[src/rtl/inst_encoder_if.sv]
// inst_encoder_if: field-input and encoded-word-output handshake bundle for inst_encoder.
interface inst_encoder_if;
  logic        in_valid;
  logic        in_ready;
  logic [6:0]  in_opcode;
  logic [4:0]  in_rd;
  logic [4:0]  in_rs1;
  logic [4:0]  in_rs2;
  logic [2:0]  in_funct3;
  logic [6:0]  in_funct7;
  logic [31:0] in_imm;
  logic        out_valid;
  logic        out_ready;
  logic [31:0] out_inst;
  logic [31:0] out_addr;
  logic        out_err;
  modport master (
    output in_valid, in_opcode, in_rd, in_rs1, in_rs2, in_funct3, in_funct7, in_imm, out_ready,
    input  in_ready, out_valid, out_inst, out_addr, out_err
  );
  modport slave (
    input  in_valid, in_opcode, in_rd, in_rs1, in_rs2, in_funct3, in_funct7, in_imm, out_ready,
    output in_ready, out_valid, out_inst, out_addr, out_err
  );
endinterface

[src/rtl/inst_encoder.sv]
// inst_encoder: RV32I field-to-word encoder with range checks, address tagging and 2-entry output FIFO.
module inst_encoder #(
  parameter logic [31:0] BASE_ADDR = 32'h0000_0000,
  parameter bit          STOP_ON_ERR = 1'b1
) (
  input  logic          clk,
  input  logic          rst,
  inst_encoder_if.slave bus,
  input  logic          clr_err,
  output logic [7:0]    err_cnt
);
  typedef enum logic {RUN, HALT} state_t;
  typedef struct packed {
    logic [31:0] inst;
    logic [31:0] addr;
    logic        err;
  } entry_t;
  state_t      state_q, state_d;
  entry_t      mem_q [2];
  entry_t      mem_d [2];
  entry_t      new_e;
  logic        rd_q, rd_d, wr_q, wr_d;
  logic [1:0]  cnt_q, cnt_d;
  logic [31:0] addr_q, addr_d;
  logic [7:0]  err_cnt_q, err_cnt_d;
  logic [6:0]  op, f7;
  logic [4:0]  rd, rs1, rs2;
  logic [2:0]  f3;
  logic [31:0] imm, inst;
  logic        is_r, is_i, is_sh, is_s, is_b, is_u, is_j;
  logic        i_ok, b_ok, j_ok, err, push, pop;
  assign op  = bus.in_opcode;
  assign f7  = bus.in_funct7;
  assign rd  = bus.in_rd;
  assign rs1 = bus.in_rs1;
  assign rs2 = bus.in_rs2;
  assign f3  = bus.in_funct3;
  assign imm = bus.in_imm;
  always_comb begin
    is_r  = op == 7'b0110011;
    is_sh = op == 7'b0010011 && (f3 == 3'b001 || f3 == 3'b101);
    is_i  = op == 7'b0010011 || op == 7'b0000011 || op == 7'b1100111;
    is_s  = op == 7'b0100011;
    is_b  = op == 7'b1100011;
    is_u  = op == 7'b0110111 || op == 7'b0010111;
    is_j  = op == 7'b1101111;
    i_ok  = &imm[31:11] || ~|imm[31:11];
    b_ok  = (&imm[31:12] || ~|imm[31:12]) && !imm[0];
    j_ok  = (&imm[31:20] || ~|imm[31:20]) && !imm[0];
    inst  = is_r  ? {f7, rs2, rs1, f3, rd, op} :
            is_sh ? {f7, imm[4:0], rs1, f3, rd, op} :
            is_i  ? {imm[11:0], rs1, f3, rd, op} :
            is_s  ? {imm[11:5], rs2, rs1, f3, imm[4:0], op} :
            is_b  ? {imm[12], imm[10:5], rs2, rs1, f3, imm[4:1], imm[11], op} :
            is_u  ? {imm[31:12], rd, op} :
            is_j  ? {imm[20], imm[10:1], imm[11], imm[19:12], rd, op} : 32'h0;
    err   = is_r  ? 1'b0 :
            is_sh ? |imm[31:5] :
            (is_i || is_s) ? !i_ok :
            is_b  ? !b_ok :
            is_u  ? |imm[11:0] :
            is_j  ? !j_ok : 1'b1;
  end
  assign bus.in_ready  = cnt_q != 2'd2 && state_q == RUN;
  assign bus.out_valid = cnt_q != 2'd0;
  assign bus.out_inst  = bus.out_valid ? mem_q[rd_q].inst : 32'h0;
  assign bus.out_addr  = bus.out_valid ? mem_q[rd_q].addr : 32'h0;
  assign bus.out_err   = bus.out_valid ? mem_q[rd_q].err : 1'b0;
  assign err_cnt       = err_cnt_q;
  always_comb begin
    push      = bus.in_valid && bus.in_ready;
    pop       = bus.out_valid && bus.out_ready;
    new_e     = {err ? 32'h0000_0013 : inst, addr_q, err};
    mem_d[0]  = (push && !wr_q) ? new_e : mem_q[0];
    mem_d[1]  = (push && wr_q) ? new_e : mem_q[1];
    wr_d      = wr_q ^ push;
    rd_d      = rd_q ^ pop;
    cnt_d     = cnt_q + {1'b0, push} - {1'b0, pop};
    addr_d    = push ? addr_q + 32'd4 : addr_q;
    err_cnt_d = (push && err && err_cnt_q != 8'hFF) ? err_cnt_q + 8'd1 : err_cnt_q;
    state_d   = (state_q == RUN && push && err && STOP_ON_ERR) ? HALT :
                (state_q == HALT && clr_err) ? RUN : state_q;
  end
  always_ff @(posedge clk) begin
    if (rst) begin
      state_q   <= RUN;
      mem_q     <= '{default: '0};
      rd_q      <= 1'b0;
      wr_q      <= 1'b0;
      cnt_q     <= 2'd0;
      addr_q    <= BASE_ADDR;
      err_cnt_q <= 8'd0;
    end else begin
      state_q   <= state_d;
      mem_q     <= mem_d;
      rd_q      <= rd_d;
      wr_q      <= wr_d;
      cnt_q     <= cnt_d;
      addr_q    <= addr_d;
      err_cnt_q <= err_cnt_d;
    end
  end
endmodule
[src/flat_wrapper.sv]
// flat-port wrapper written by rule: the top's interface ports become plain ports
module inst_encoder_flat 
#(
  parameter logic [31:0] BASE_ADDR = 32'h0000_0000,
  parameter bit          STOP_ON_ERR = 1'b1
)
  (clk, rst, clr_err, err_cnt, bus_in_valid, bus_in_opcode, bus_in_rd, bus_in_rs1, bus_in_rs2, bus_in_funct3, bus_in_funct7, bus_in_imm, bus_out_ready, bus_in_ready, bus_out_valid, bus_out_inst, bus_out_addr, bus_out_err);
  inst_encoder_if bus_i ();
  input  logic clk;
  input  logic rst;
  input  logic clr_err;
  output logic [7:0] err_cnt;
  input wire logic [$bits(bus_i.in_valid)-1:0] bus_in_valid;
  input wire logic [$bits(bus_i.in_opcode)-1:0] bus_in_opcode;
  input wire logic [$bits(bus_i.in_rd)-1:0] bus_in_rd;
  input wire logic [$bits(bus_i.in_rs1)-1:0] bus_in_rs1;
  input wire logic [$bits(bus_i.in_rs2)-1:0] bus_in_rs2;
  input wire logic [$bits(bus_i.in_funct3)-1:0] bus_in_funct3;
  input wire logic [$bits(bus_i.in_funct7)-1:0] bus_in_funct7;
  input wire logic [$bits(bus_i.in_imm)-1:0] bus_in_imm;
  input wire logic [$bits(bus_i.out_ready)-1:0] bus_out_ready;
  output wire logic [$bits(bus_i.in_ready)-1:0] bus_in_ready;
  output wire logic [$bits(bus_i.out_valid)-1:0] bus_out_valid;
  output wire logic [$bits(bus_i.out_inst)-1:0] bus_out_inst;
  output wire logic [$bits(bus_i.out_addr)-1:0] bus_out_addr;
  output wire logic [$bits(bus_i.out_err)-1:0] bus_out_err;
  assign bus_i.in_valid = bus_in_valid;
  assign bus_i.in_opcode = bus_in_opcode;
  assign bus_i.in_rd = bus_in_rd;
  assign bus_i.in_rs1 = bus_in_rs1;
  assign bus_i.in_rs2 = bus_in_rs2;
  assign bus_i.in_funct3 = bus_in_funct3;
  assign bus_i.in_funct7 = bus_in_funct7;
  assign bus_i.in_imm = bus_in_imm;
  assign bus_i.out_ready = bus_out_ready;
  assign bus_in_ready = bus_i.in_ready;
  assign bus_out_valid = bus_i.out_valid;
  assign bus_out_inst = bus_i.out_inst;
  assign bus_out_addr = bus_i.out_addr;
  assign bus_out_err = bus_i.out_err;
  inst_encoder #(.BASE_ADDR(BASE_ADDR), .STOP_ON_ERR(STOP_ON_ERR)) u_core (.clk(clk), .rst(rst), .bus(bus_i), .clr_err(clr_err), .err_cnt(err_cnt));
endmodule
[config.mk]
export PLATFORM = sky130hd
export DESIGN_NAME = inst_encoder_flat
export DESIGN_NICKNAME = d
export VERILOG_FILES = /design/src/rtl/inst_encoder_if.sv /design/src/rtl/inst_encoder.sv /design/src/flat_wrapper.sv
export SDC_FILE = /design/constraint.sdc
export NUM_CORES = 1
export LEC_CHECK = 0
export ABC_AREA = 1
export BUFFER_PORTS_ARGS = -buffer_cell sky130_fd_sc_hd__buf_2
export CAP_MARGIN = 30
export CORE_MARGIN = 2
export CORE_UTILIZATION = 60
export CTS_BUF_LIST = sky130_fd_sc_hd__clkbuf_16
export DETAILED_ROUTE_END_ITERATION = 10
export PLACE_DENSITY = 0.84
export SYNTH_ARGS = -nofsm -noshare
export SYNTH_HDL_FRONTEND = slang
export SYNTH_SLANG_ARGS = --single-unit
[constraint.sdc]
create_clock -name clk -period 6.9 [get_ports clk]
set_clock_uncertainty 0.15 [all_clocks]
set_input_delay 0 -clock clk [delete_from_list [all_inputs] [get_ports clk]]
set_output_delay 0 -clock clk [all_outputs]
set_load 0.03 [all_outputs]
==> flow_summary.json, run 1 <==
{
  "status": "finished clean",
  "ys_types": 47,
  "async_flop_share_pct": 0,
  "cts_buffers": 17,
  "synth_top_area_cell": "dfxtp_1",
  "hp-class": "input port to flip-flop",
  "grt_pass1_vias": 8750,
  "critPathKind": "flip-flop to flip-flop",
  "row_count": 43,
  "start_kind": "flip-flop",
  "crit_path_max_fanout": 110,
  "hold_violations": 0,
  "gp_congestion": 0.987,
  "post-place-cells": 1530,
  "setup_violations": 0,
  "start_util_pct": 61.5,
  "cp_num_buf_inv": 5,
  "reg2reg_depth": 10,
  "clock_path_buffers": 2,
  "die_w_um": 124,
  "ant_nets": 0,
  "firstDrtPassIters": 8,
  "total_leakage_power_uw": 0.00436,
  "r2r_start": "u_core.cnt_q[0]",
  "n_antenna_cell": 0,
  "die_y_um": 124,
  "num_io_pins": 144,
  "post_cts_buffers": 0,
  "final_util_pct": 75.1,
  "yosys-top-cells-count": "nand2_1 (293), a21oi_1 (196), dfxtp_1 (169), o21ai_0 (164), nor2_1 (138)",
  "slowest_stage": "buf_4",
  "worst_slew_pin_slew_ps": 976,
  "vias": 9427,
  "synth-seq-cells": 169,
  "r2r_end": "u_core.mem_q[37]",
  "cpLargestDelayFamily": "buffers and inverters",
  "setup_slack_ps": 3240,
  "clock-root-buffer": "clkbuf_16",
  "synthTopCellsByArea": "dfxtp_1 (39%), nand2_1 (13%), a21oi_1 (11%), o21ai_0 (9.6%), nor2_1 (6.0%)",
  "grt_usage_pct": 34.0,
  "cpPeakStageDelay_ps": 740,
  "path_cells": "inv_1 > nand2_1 > nand3_2 > inv_1 > ha_2 > buf_4 > inv_1 > a21oi_1 > o21ai_0 > inv_1",
  "holdPathStages": 5,
  "ys_seq_area_share_pct": 39.5,
  "netlist.area_leader.share_pct": 39.5,
  "clkSinkCount": 169,
  "arrival_ps": 3890,
  "insertion_delay_ps": 430,
  "peakVddDrop_v": 0.000202,
  "cp_common_cell": "inv_1",
  "fill_cells": 1082,
  "setup_tns_ps": 0,
  "wl_um": 25700,
  "yosysMostFrequentCell": "nand2_1",
  "slew_headroom_pct": 34.7,
  "period_share_pct": 53.1,
  "clk_pin_slew_ps": 60,
  "fin_nets": 1500,
  "cap_violations": 0,
  "period_minus_slack_ps": 3660,
  "initialDrtViolationCount": 1102,
  "cts_tree": "yes",
  "fin_cells": 1618,
  "synth_warnings": 0,
  "syn-mean-instance-area_um2": 6.69,
  "dp_hpwl_um": 15500,
  "remaining_drc_errors": 0,
  "post-place-ws_ps": 3380,
  "drive_above_1_share_pct": 15.2,
  "synth_cells": 1280,
  "fmax_mhz": 273,
  "total_power_uw": 3220,
  "coreArea_um2": 13900,
  "cp_data_required_time_ps": 7130,
  "antenna_found_initial": 0,
  "rrSetupSlack_ps": 3240,
  "endpoint_kind": "flip-flop",
  "htree_levels": 4,
  "synth_edf_count": 0,
  "routed_via_density": 5.83,
  "ctsHoldBuffers": 55,
  "ys.flop_type": "dfxtp_1",
  "min_from": "bus_in_imm[24]",
  "syn_to_final_growth_pct": 22.1,
  "grt_first_pass_wirelength_um": 41300,
  "drv_slew": 0,
  "syn-cell-area_um2": 8570,
  "wl_per_cell_um": 15.9,
  "p_per_area_nw_per_um2": 307,
  "cp.depth": 10,
  "min_to": "u_core.mem_q[57]",
  "grt_max_degree": 114,
  "ctsResizeCount": 0,
  "overflow": 0,
  "io_buffers": 141,
  "dieArea_um2": 15300,
  "rsz0062_at_grt": "no"
}
placed cells by master, fill, tap and decap left out, types with 6 or more instances in the layout:
cell,n
o211ai_2,6
buf_2,141
nor4_1,8
dfxtp_1,168
dlygate4sd3_1,55
clkbuf_16,17
o21ai_0,164
nand3_1,30
inv_2,7
nand4_1,18
xor2_1,13
nor3_1,21
a21oi_1,196
nor2_1,137
inv_1,85
nand2_1,293
where the power goes:
| part | internal (uW) | switching, uW | total (uW) |
|---|---|---|---|
| Combinational | 273 | 709 | 982 |
| Clock | 606 | 404 | 1010 |
| Sequential | 1140 | 85.4 | 1220 |
worst max-delay path by stage:
stage,from,endpoint,slack (ps)
2_1_floorplan,u_core.cnt_q[0],u_core.mem_q[10],4630
3_3_place_gp,u_core.cnt_q[0],u_core.mem_q[37],3520
5_1_grt,u_core.cnt_q[0],u_core.mem_q[37],3000
6_report,u_core.cnt_q[0],u_core.mem_q[37],3240
3_5_place_dp,u_core.cnt_q[0],u_core.mem_q[37],3380
4_1_cts,u_core.cnt_q[0],u_core.mem_q[37],3350
kinds of logic after synthesis:
logic type | Yosys count | synth area share [%]
AO/OA/AOI/OAI | 386 | 23.6
XOR/XNOR | 15 | 1.53
adder cells (fa/ha/maj) | 6 | 0.876
buffers and inverters | 170 | 8.07
flip-flops | 169 | 39.5
other | 1 | 0.0438
AND/OR/NAND/NOR | 533 | 26.4
metal layers:
layer,wire length (um),vias up,global-route usage (%)
li1,-,4528,-
met1,10800,4286,44.9
met2,11900,512,54.7
met3,2110,101,6.04
met4,868,0,14.3
met5,0,-,0
worst reg2reg max path, cell delays in order (launching register included):
cell and delay [ps]:
dfxtp_1 380, inv_1 100, nand2_1 80, nand3_2 300, inv_1 630, ha_2 290
buf_4 740, inv_1 530, a21oi_1 230, o21ai_0 100, inv_1 70
stage by stage:
step	hold WS, ps	instance area [um^2]
CTS	4.22	10400
detailed placement	148	9260
global route	70.1	10500
global placement	150	9210
finish	49.1	10500
floorplan	32.0	8570
flip-flops by register name, indices dropped and copies added (netlist names):
name and cells:
u_core.wr_q 1, u_core.addr_q 30, u_core.mem_q 126, u_core.err_cnt 8, u_core.state_q 1, u_core.cnt_q 2
u_core.rd_q 1
final cells by class:
type                            count  area, um^2  share of cell area [%]
Multi-Input combinational cell    942        4520                    43.2
Tap cell                          180         225                    2.15
Clock inverter                     15         199                    1.90
Sequential cell                   169        3380                    32.4
Clock buffer                       17         425                    4.07
Timing Repair Buffer              203        1360                    13.0
Inverter                           92         345                    3.30
Power figures use the tool's default switching activity.
==> run 2, diff against run 1 <==
- CORE_UTILIZATION: 60 -> 51
- PLACE_DENSITY: 0.84 -> 0.76
- clock period: 6.9 -> 3.3 ns (I/O delays scaled with it)
==> run 2 against run 1 <==
Effect of this change:
- worst setup slack worse by 2700 ps
- largest cell class unchanged
- die area is 17% higher
- combinational power is 110% higher
- sequential power is 110% higher
- via count is 2.5% lower
- design area hardly changed
- flip-flop and latch count stayed put
==> flow_summary.json, run 2 (same netlist as run 1, synthesis figures left out) <==
{
  "overflow": 0,
  "antenna_found_initial": 0,
  "row_count": 47,
  "final_common_cell": "nand2_1",
  "slowest_stage": "dlygate4sd3_1",
  "hold_violations": 0,
  "clk_pin_slew_ps": 60,
  "grt_max_degree": 81,
  "grt_first_pass_wirelength_um": 41600,
  "setup_tns_ps": 0,
  "grt_pass1_vias": 8480,
  "wl_per_cell_um": 15.2,
  "period_share_pct": 84.9,
  "total_leakage_power_uw": 0.00435,
  "r2r_end": "u_core.mem_q[41]",
  "met3RoutedLength_um": 1500,
  "dp_hpwl_um": 16600,
  "drive_above_1_share_pct": 15.6,
  "drv_slew": 0,
  "cap_violations": 0,
  "min_to": "u_core.mem_q[39]",
  "remaining_drc_errors": 0,
  "firstDrtPassIters": 6,
  "cp_common_cell": "nand2_1",
  "fill_cells": 1528,
  "die_y_um": 134,
  "largest_reg_flops": 126,
  "dr.max_layer_used": "met4",
  "clkPwrFrac_pct": 30.7,
  "n_antenna_cell": 0,
  "cp.depth": 13,
  "p_per_area_nw_per_um2": 634,
  "period_minus_slack_ps": 2800,
  "total_power_uw": 6620,
  "vias": 9196,
  "die_w_um": 134,
  "cpLargestDelayFamily": "buffers and inverters",
  "syn_to_final_growth_pct": 22.0,
  "critPathKind": "input port to flip-flop",
  "wl_um": 25300,
  "final_util_pct": 63.3,
  "start_kind": "input port",
  "cp_num_buf_inv": 4,
  "regArea_um2": 3380,
  "top_register": "u_core.mem_q",
  "io_buffers": 141,
  "gp_congestion": 0.941,
  "rsz0062_at_grt": "no",
  "cts_tree": "yes",
  "pwr-share-seq_pct": 38.6,
  "fin_nets": 1503,
  "cp_data_required_time_ps": 3440,
  "num_io_pins": 144,
  "dieArea_um2": 17900,
  "p_sw_uw": 2490,
  "drt-met1-wl_um": 11600,
  "status": "finished clean",
  "clock-root-buffer": "clkbuf_16",
  "worst_slew_pin_slew_ps": 792,
  "routed-wl-met2_um": 11500,
  "endpoint_kind": "flip-flop",
  "post-place-ws_ps": 869,
  "intPower_uw": 4130,
  "setup_slack_ps": 499,
  "setup_violations": 0,
  "switching_share_pct": 37.6,
  "cp-startpoint": "bus_in_funct3[0]",
  "ant_nets": 0,
  "fmax_mhz": 357,
  "min_from": "bus_in_opcode[6]",
  "cpPeakStageDelay_ps": 570,
  "multi_input_area_um2": 4510,
  "grt_usage_pct": 28.3,
  "layout_common_cells": "nand2_1 (293), a21oi_1 (196), dfxtp_1 (168)",
  "crit_path_max_fanout": 13,
  "slew_headroom_pct": 47.2,
  "peakVddDrop_v": 0.000609,
  "htree_levels": 4,
  "holdPathStages": 5,
  "routed_via_density": 5.54,
  "rrSetupSlack_ps": 770,
  "r2r_start": "u_core.cnt_q[0]",
  "clock_path_buffers": 2,
  "coreArea_um2": 16500,
  "path_cells": "dlygate4sd3_1 > buf_2 > inv_1 > nor2_1 > nand3_1 > nor2_1 > nor2_2 > nand2_1 > o21ai_0 > nand2_1 > dlygate4sd3_1 > nand2_1 > a21oi_1",
  "arrival_ps": 2940,
  "start_util_pct": 51.9,
  "post_cts_buffers": 0,
  "insertion_delay_ps": 430,
  "hp-class": "input port to flip-flop",
  "reg2reg_depth": 8,
  "p_comb_share_pct": 30.8,
  "initialDrtViolationCount": 917,
  "cts_buffers": 17,
  "clkSinkCount": 169
}
run 2: cell type report:
class | count | area share (%)
multi-input cells | 942 | 43.2
flip-flops and latches | 169 | 32.4
repair buffers | 206 | 12.8
clock buffers | 17 | 4.07
inverters | 92 | 3.30
well taps | 220 | 2.63
clock inverters | 15 | 1.68
run 2: worst max-delay path by stage:
stage | endpoint | slack [ps]
6_report | u_core.mem_q[50] | 500
5_1_grt | u_core.mem_q[50] | 310
4_1_cts | u_core.mem_q[44] | 350
3_5_place_dp | u_core.mem_q[20] | 870
3_3_place_gp | u_core.mem_q[47] | 930
2_1_floorplan | u_core.mem_q[10] | 1030
run 2: per-stage QoR:
stage | area (um^2) | instances | hold slack [ps]
CTS | 10500 | 1661 | 0.313
global placement | 9330 | 1577 | 140
detailed placement | 9330 | 1577 | 152
floorplan | 8570 | 1281 | 32.0
global route | 10500 | 1661 | 75.8
finish | 10500 | 1661 | 38.4
run 2: timing repair:
action                                  4_1_cts  5_1_grt
hold buffers                                 52        0
endpoints found under the setup margin        0        4
endpoints found under the hold margin        88        0
resized for setup                             0        1
run 2: worst reg2reg max path: stages (launching register included):
cell and delay (ps):
dfxtp_1 380, inv_1 90, nand2_1 70, nand3_2 200
inv_1 310, ha_2 250, buf_4 580, o21ai_0 240
a21oi_1 160
run 2: layer usage:
metal,up-vias,GRT usage [%]
met5,-,0
met4,0,9.75
met3,64,5.10
met2,337,44.5
met1,4249,39.3
li1,4546,-
run 2: power groups by stage:
stage          clock network [uW]  registers (uW)  logic (uW)
6_report                     2030            2560        2040
3_5_place_dp                    0            2590        1980
4_1_cts                      2050            2550        2020
2_1_floorplan                   0            2570        1390
3_3_place_gp                    0            2580        1940
5_1_grt                      2130            2590        2250
